## src/rtl/game_pkg.sv

```systemverilog
// Shared encodings for the battleship game controller: FSM state codes,
// player codes and the turn timer's own state enum.
package game_pkg;

  localparam logic [3:0] S_ATTACK_P1 = 4'h3;
  localparam logic [3:0] S_ATTACK_P2 = 4'h4;
  localparam logic [3:0] S_WAIT      = 4'h5;
  localparam logic [3:0] S_CHECK     = 4'h6;
  localparam logic [3:0] S_RANDOM    = 4'h7;
  localparam logic [3:0] S_GAMEOVER  = 4'h8;

  localparam logic [1:0] P_NONE = 2'b00;
  localparam logic [1:0] P1     = 2'b01;
  localparam logic [1:0] P2     = 2'b10;

  typedef enum logic [1:0] {
    T_IDLE,
    T_RUN,
    T_EXPIRED
  } timer_state_t;

endpackage

```

## src/rtl/tick_gen.sv

```systemverilog
// Free-running prescaler that counts 0..CLK_HZ-1 while enabled and flags
// the terminal count; a synchronous clear returns it to zero.
module tick_gen #(
  parameter int CLK_HZ = 50_000_000
) (
  input  logic clk,
  input  logic rst,
  input  logic clr,
  input  logic en,
  output logic tick
);

  localparam int W = $clog2(CLK_HZ);
  localparam logic [W-1:0] CNT_MAX = W'(CLK_HZ - 1);

  logic [W-1:0] cnt_q, cnt_d;

  assign tick = en && (cnt_q == CNT_MAX);

  always_comb begin
    cnt_d = cnt_q;
    if (clr) begin
      cnt_d = '0;
    end else if (en) begin
      cnt_d = tick ? '0 : cnt_q + W'(1);
    end
  end

  always_ff @(posedge clk or posedge rst) begin
    if (rst) cnt_q <= '0;
    else     cnt_q <= cnt_d;
  end

endmodule

```

## src/rtl/turn_timer.sv

```systemverilog
// Per-turn countdown and active-player tracker: times each attack turn from
// the game FSM's registered state code and reports timeout/current player.
module turn_timer
  import game_pkg::*;
#(
  parameter int CLK_HZ       = 50_000_000,
  parameter int TURN_SECONDS = 15
) (
  input  logic       clk,
  input  logic       rst,
  input  logic [3:0] fsm_state,
  output logic       timeout,
  output logic [1:0] current_player,
  output logic [4:0] seconds_left,
  output logic       warn,
  output logic       tick_1hz
);

  localparam logic [4:0] TURN_SEC = 5'(TURN_SECONDS);

  timer_state_t state_q, state_d;
  logic [4:0]   sec_q, sec_d;
  logic [1:0]   player_q, player_d;
  logic         tick_q, tick_d;
  logic         in_turn;
  logic         player_change;
  logic         presc_clr;
  logic         presc_en;
  logic         presc_tick;

  assign in_turn = (fsm_state == S_ATTACK_P1) || (fsm_state == S_ATTACK_P2) ||
                   (fsm_state == S_WAIT);

  always_comb begin
    player_d = player_q;
    if (fsm_state == S_ATTACK_P1)      player_d = P1;
    else if (fsm_state == S_ATTACK_P2) player_d = P2;
  end

  assign player_change = (player_d != player_q);

  tick_gen #(.CLK_HZ(CLK_HZ)) u_tick_gen (
    .clk  (clk),
    .rst  (rst),
    .clr  (presc_clr),
    .en   (presc_en),
    .tick (presc_tick)
  );

  // Leaving the turn outranks a player switch, which outranks a same-edge tick.
  always_comb begin
    state_d   = state_q;
    sec_d     = sec_q;
    tick_d    = 1'b0;
    presc_clr = 1'b0;
    presc_en  = 1'b0;
    unique case (state_q)
      T_IDLE: begin
        presc_clr = 1'b1;
        sec_d     = TURN_SEC;
        if (in_turn) state_d = T_RUN;
      end
      T_RUN: begin
        if (!in_turn) begin
          state_d   = T_IDLE;
          presc_clr = 1'b1;
          sec_d     = TURN_SEC;
        end else if (player_change) begin
          presc_clr = 1'b1;
          sec_d     = TURN_SEC;
        end else begin
          presc_en = 1'b1;
          if (presc_tick) begin
            tick_d = 1'b1;
            sec_d  = sec_q - 5'd1;
            if (sec_q == 5'd1) state_d = T_EXPIRED;
          end
        end
      end
      T_EXPIRED: begin
        presc_clr = 1'b1;
        sec_d     = 5'd0;
        if (!in_turn) begin
          state_d = T_IDLE;
          sec_d   = TURN_SEC;
        end
      end
      default: begin
        state_d   = T_IDLE;
        presc_clr = 1'b1;
        sec_d     = TURN_SEC;
      end
    endcase
  end

  always_ff @(posedge clk or posedge rst) begin
    if (rst) begin
      state_q  <= T_IDLE;
      sec_q    <= TURN_SEC;
      player_q <= P_NONE;
      tick_q   <= 1'b0;
    end else begin
      state_q  <= state_d;
      sec_q    <= sec_d;
      player_q <= player_d;
      tick_q   <= tick_d;
    end
  end

  assign timeout        = (state_q == T_EXPIRED);
  assign current_player = player_q;
  assign seconds_left   = sec_q;
  assign warn           = (state_q == T_RUN) && (sec_q <= 5'd3);
  assign tick_1hz       = tick_q;

endmodule

```

## config.mk

```make
export PLATFORM = sky130hd
export DESIGN_NAME = turn_timer
export DESIGN_NICKNAME = d
export VERILOG_FILES = /design/src/rtl/game_pkg.sv /design/src/rtl/tick_gen.sv /design/src/rtl/turn_timer.sv
export SDC_FILE = /design/constraint.sdc
export NUM_CORES = 1
export LEC_CHECK = 0
export CORE_ASPECT_RATIO = 2
export CORE_UTILIZATION = 45
export CTS_CLUSTER_SIZE = 25
export DETAILED_ROUTE_END_ITERATION = 7
export PLACE_DENSITY = 0.67
export SLEW_MARGIN = 10
export SYNTH_ARGS = -nofsm -noshare
export SYNTH_HDL_FRONTEND = slang
export SYNTH_SLANG_ARGS = --single-unit
```

## constraint.sdc

```tcl
create_clock -name clk -period 2.5 [get_ports clk]
set_clock_uncertainty 0.15 [all_clocks]
set_input_delay 0.375 -clock clk [delete_from_list [all_inputs] [get_ports clk]]
set_output_delay 0.375 -clock clk [all_outputs]
set_load 0.01 [all_outputs]
```

# Word-level counts from Yosys, hierarchy flattened
# Index checks and enable logic that the tools add are counted.
dict set report classes {
  shifts 0
  addsub 2
  bitwise 0
  n_reduce_logical 7
  n_mul 0
  n_mux 27
  n_eq_ne 14
  magnitude_cmp 1
  div 0
}
# op n
set ops {}
lappend ops {{26-bit 2-to-1 mux} 3}
lappend ops {{26-bit by 1-bit adder with 26-bit output, second input constant} 1}
lappend ops {{26-bit == test, second input constant} 1}
lappend ops {{2-bit 2-to-1 mux} 8}
lappend ops {{5-bit 2-to-1 mux} 3}
lappend ops {{1-bit 2-to-1 mux} 10}
lappend ops {{5-bit one-hot mux with 2 select lines} 1}
lappend ops {{4-bit by 3-bit == test with 1-bit output, second input constant} 2}
lappend ops {{3-bit inequality test, second input constant} 2}
lappend ops {{2-bit one-hot mux with 3 select lines} 1}
lappend ops {{5-bit by 1-bit == test with 1-bit output, second input constant} 1}
lappend ops {{5-bit by 2-bit less-or-equal comparator with 1-bit output, second input constant} 1}
lappend ops {{5-bit AND reduction} 1}
lappend ops {{5-bit by 1-bit subtractor with 5-bit output, second input constant} 1}
lappend ops {{4-bit by 2-bit == test with 1-bit output, second input constant} 1}
lappend ops {{4-bit 2-to-1 mux} 1}
lappend ops {{2-bit inequality test, second input constant} 2}
lappend ops {{4-bit by 3-bit inequality test with 1-bit output, second input constant} 1}
lappend ops {{3-bit by 2-bit inequality test with 1-bit output, second input constant} 1}
lappend ops {{2-bit by 1-bit == test with 1-bit output, second input constant} 1}
lappend ops {{2-bit == test, second input constant} 1}
lappend ops {{1-bit logical AND} 2}
lappend ops {{2-bit logical NOT} 1}
lappend ops {{1-bit logical OR} 2}
lappend ops {{other kinds (2)} 2}
dict set report word_totals {
  ram_bits 0
  mem_bits_ro 0
  output_inout_bits 10
  n_memories 0
  input_bits 6
  ff_bits 36
  latch_bits 0
}

# Depth between registers and ports, before layout
dict set report logic_depth {
  word_depth 12
  mapped_depth 9
  ltp_nobuf 7
}

# Hierarchy
# From an unflattened synthesis, not the netlist that was laid out.
dict set report unflattened {
  hier_cells 249
  hier_area_um2 2238.4
}
# module area_per_inst_um2 seq_area_each_um2 n_inst cells_per_inst
set by_module_without_submodules {}
lappend by_module_without_submodules {tick_gen 1512.7 650.6 1 164}
lappend by_module_without_submodules {turn_timer 725.7 255.2 1 85}

# Worst setup path before layout
# Ideal clock, no wire load.
dict set report synth_path {
  path_type {register -> register}
  startpoint {reg state_q[1]}
  endpoint {reg state_q[0]}
  arrival_ps 2070
  period_less_slack_ps 2344
  slack_ps 156
  required_time_ps 2226
  stages_incl_launch_ff 8
  cell_sequence {dfrtp_1 inv_1 ha_1 inv_1 or4_1 o41a_1 o41a_1 a211o_1}
}
dict set report synth_between {
  elab_chain_cells 5
  word_cells_on_any_way 12
}
# element line
set synth_lines {}
lappend synth_lines {{start, declared} turn_timer.sv:21} ;# timer_state_t state_q, state_d;
lappend synth_lines {{start signal, assigned} turn_timer.sv:103} ;# state_q <= state_d;
lappend synth_lines {{2-bit by 1-bit == test with 1-bit output} turn_timer.sv:57} ;# unique case (state_q)
lappend synth_lines {{1-bit 2-to-1 mux} turn_timer.sv:57}
lappend synth_lines {{1-bit logical AND} tick_gen.sv:18} ;# assign tick = en && (cnt_q == CNT_MAX);
lappend synth_lines {{3-bit by 2-bit inequality test with 1-bit output (no source line)} n/a}
lappend synth_lines {{5-bit AND reduction (no source line)} n/a}
# Several ways; a longest one is shown, not always the timed one.
# A chain may end at the register's enable or synchronous reset.

# Final worst setup path
dict set report layout_path {
  startpoint {reg u_tick_gen.cnt_q[24]}
  endpoint {reg state_q[0]}
}
dict set report layout_between {
  elab_chain_cells 4
}
# element line
set layout_lines {}
lappend layout_lines {{start, declared} tick_gen.sv:16} ;# logic [W-1:0] cnt_q, cnt_d;
lappend layout_lines {{start signal, assigned} tick_gen.sv:31} ;# else cnt_q <= cnt_d;
lappend layout_lines {{26-bit == test} tick_gen.sv:18}
lappend layout_lines {{1-bit logical AND} tick_gen.sv:18}
lappend layout_lines {{3-bit by 2-bit inequality test with 1-bit output (no source line)} n/a}
lappend layout_lines {{5-bit AND reduction (no source line)} n/a}
# No other way between the ends.

==> summary.txt <==
Status
  – Status: finished, final reports clean

Pwr
  – Worst vdd ir: ~0.49 mV
  – Leakage: 1.01 nW
  – Power Dens Cells: roughly 640 nW/um^2

Synth
  – Yosys warns: 0
  – Syn Area/Cell: 9.43 sq um
  – Count of cell types in the netlist: 45
  – Ys flop type: dfrtp_1
  – Synthesized area: a little over 2000 sq um
  – Post-Synthesis Cells: approximately 220
  – Synth area leaders: dfrtp_1, xnor2_1, nor2_1
  – Synth Net Count: roughly 230
  – FF+latch count, synth: 36
  – Sequential share of the synthesized area: a little over two fifths
  – EDFF count, synth: 0
  – Async SR Flop Fraction: 100%
  – Top cells by count, synth: dfrtp_1, nor2_1, xnor2_1
  – Dominant cell type by area after synthesis: dfrtp_1
  – Yosys top cell area share: between 30% and 40%

Routing
  – DRT iter0 DRCs: 47
  – Routed WL per cell: around 16 um
  – Antenna viol nets, final: 0
  – DR pass1 iterations: 4
  – DRT Wirelength: ~5000 um
  – Remaining DRCs: 0
  – Vias: between 1,500 and 2,000
  – Post-DR vias/cell: around 5.7

Critical path
  – Worst r2r path cells: 5
  – Worst flop-to-flop path endpoint: state_q[0]
  – Slowest CP cell: or4_4
  – Reg-to-Reg Start: u_tick_gen.cnt_q[24]
  – Setup CP Type: reg -> reg
  – CP Launch Type: register
  – Worst Path Max Fanout: 4
  – Crit path cell chain: nor4b_2 -> nand4_1 -> or4_4 -> o41a_1 -> a211o_1
  – Arr. time, crit path: ~2.4 ns
  – Slowest stage delay, CP: 0.57 ns
  – Worst Setup EP: state_q[0]
  – Crit end category: register
  – Reg2reg setup slack: 0.11 ns
  – Crit. Startpoint: u_tick_gen.cnt_q[24]
  – CP required: between 2 and 3 ns

Cells and area
  – Fin area: between 2000 and 3000 sq um
  – Area Overhead vs Synth: 24.6%
  – Nets: roughly 270
  – Share of cells above drive strength 1: between 10% and 20%
  – Ant. Diodes: 0

GRT
  – Pin count of the biggest net entering global routing: 37
  – First-pass GRT wire length: 8370 um
  – Initial antenna violation count: 0
  – GRT Util Overall: 23.1%
  – Vias in the first global route: about 1,800
  – Gr ovfl total: 0

Die
  – Rows: 34
  – DIE HEIGHT: between 90 and 100 um
  – DIE WIDTH: 49.9 um
  – Core ar.: ~4400 sq um
  – Starting density of the core: between 40% and 50%
  – # IOs: 16
  – Die Area: between 4000 and 5000 sq um

STA
  – Unrepaired setup endpoints after global routing: false
  – Minimum clock period after layout: ~2.4 ns
  – Endpoints failing setup: 0
  – Slew @ Worst Pin: ~0.56 ns
  – Relative slew slack: a little over three fifths
  – Worst hold margin: 0.335 ns
  – Final Hold Viols: 0
  – Final worst path period share: ~96%
  – Fmax: about 0.42 GHz
  – Final Max Slew Viols: 0

Placed design
  – Routability Congestion: ~0.89
  – Placed Area: around 2400 sq um
  – DPL Wire Length: ~3700 um
  – # port buffers: 15

Worst hold path
  – Min-delay worst type: in -> async

Flow run
  – Max-Cap Viols: 0

Clock network
  – Clk buf depth: 2
  – CTS tree: built
  – Worst-skew pair later-pin latency: 0.29 ns
  – CTS Sinks: 36
  – Inserted Clock Buffers: 5
  – Htree depth: 2
  – Clk slew on worst S/H paths: 0.07 ns
  – Root buffer cell: clkbuf_8
sequential cells by signal (all words and copies together) (netlist names):
register          flops
state_q               2
u_tick_gen.cnt_q     26
tick_1hz              1
current_player        2
seconds_left          5
cell families (layout without fill, tap and decap cells):
| kind of cell | Yosys count | count (layout) | synth area share (%) |
|---|---|---|---|
| buffers and inverters | 18 | 58 | 3.45 |
| adder cells (fa/ha/maj) | 7 | 7 | 4.24 |
| AND/OR/NAND/NOR | 104 | 104 | 26.9 |
| flip-flops | 36 | 36 | 43.9 |
| AO/OA/AOI/OAI | 30 | 30 | 11.3 |
| XOR/XNOR | 24 | 24 | 10.2 |
cell type report:
cell class | count | area (sq um)
clock inverter | 1 | 30.0
multi-input combinational | 165 | 1090
sequential | 36 | 906
tap | 54 | 67.6
inverter | 12 | 45.0
timing repair buffer | 38 | 335
clock buffer | 7 | 96.3
fill | 417 | 1810
through the flow:
step                      worst slack [ns]    TNS, ns  util, %  power, mW  cells
after floorplan                      0.156          0        -      0.935    219
after global placement           -0.000333  -0.000333     55.7       1.10    305
after detailed placement           -0.0157    -0.0157     55.7       1.11    305
after CTS                           0.0623          0     58.6       1.68    313
after global routing               0.00318          0     58.7       1.75    313
final                                0.106          0     58.7       1.66    313
cells in the final DEF, fill, tap and decap left out, types with 6 or more instances in the layout:
cell type and instances:
clkbuf_8 7, nor4_1 8, ha_1 7, nor3_1 12, xor2_1 7, dfrtp_1 32
nand3_1 10, nand4_1 6, nand2_1 12, xnor2_1 17, inv_1 12, buf_4 22
a21oi_1 6, nor2_1 32, clkdlybuf4s50_1 15
power by group:
group | internal (mW) | switching [mW] | leakage, nW | total, mW
Sequential | 0.644 | 0.0517 | 0.483 | 0.696
Combinational | 0.188 | 0.213 | 0.460 | 0.401
Clock | 0.352 | 0.210 | 0.0645 | 0.561
Total | 1.18 | 0.474 | 1.01 | 1.66
worst max-delay path, delay by kind of cell, from the launching register on:
family	cells	cell delay, ns
flops	1	0.45
compound gates	2	0.69
simple gates	3	1.00
routing by layer:
layer | up-vias | global-route usage, % | wire length (um)
met2 | 34 | 42.5 | 2850
li1 | 862 | - | -
met4 | 0 | 15.2 | 232
met1 | 873 | 22.8 | 1850
met3 | 16 | 3.27 | 98
met5 | - | 0 | 0
worst min-delay path by stage:
stage,start,to,slack (ns),cells past startpoint
detailed placement,seconds_left[1],seconds_left[1],0.37,1
CTS,rst,u_tick_gen.cnt_q[11],0.35,3
finish,rst,current_player[1],0.33,3
global placement,seconds_left[1],seconds_left[1],0.37,1
floorplan,u_tick_gen.cnt_q[0],u_tick_gen.cnt_q[0],0.30,1
global route,rst,u_tick_gen.cnt_q[11],0.38,3
what timing repair did:
item,CTS,global route
setup buffers,0,0
endpoints found under the hold margin,0,0
hold buffers,0,0
endpoints found under the setup margin,0,1
gates resized for setup,0,1
No activity file was read; power rests on OpenSTA's default activity.
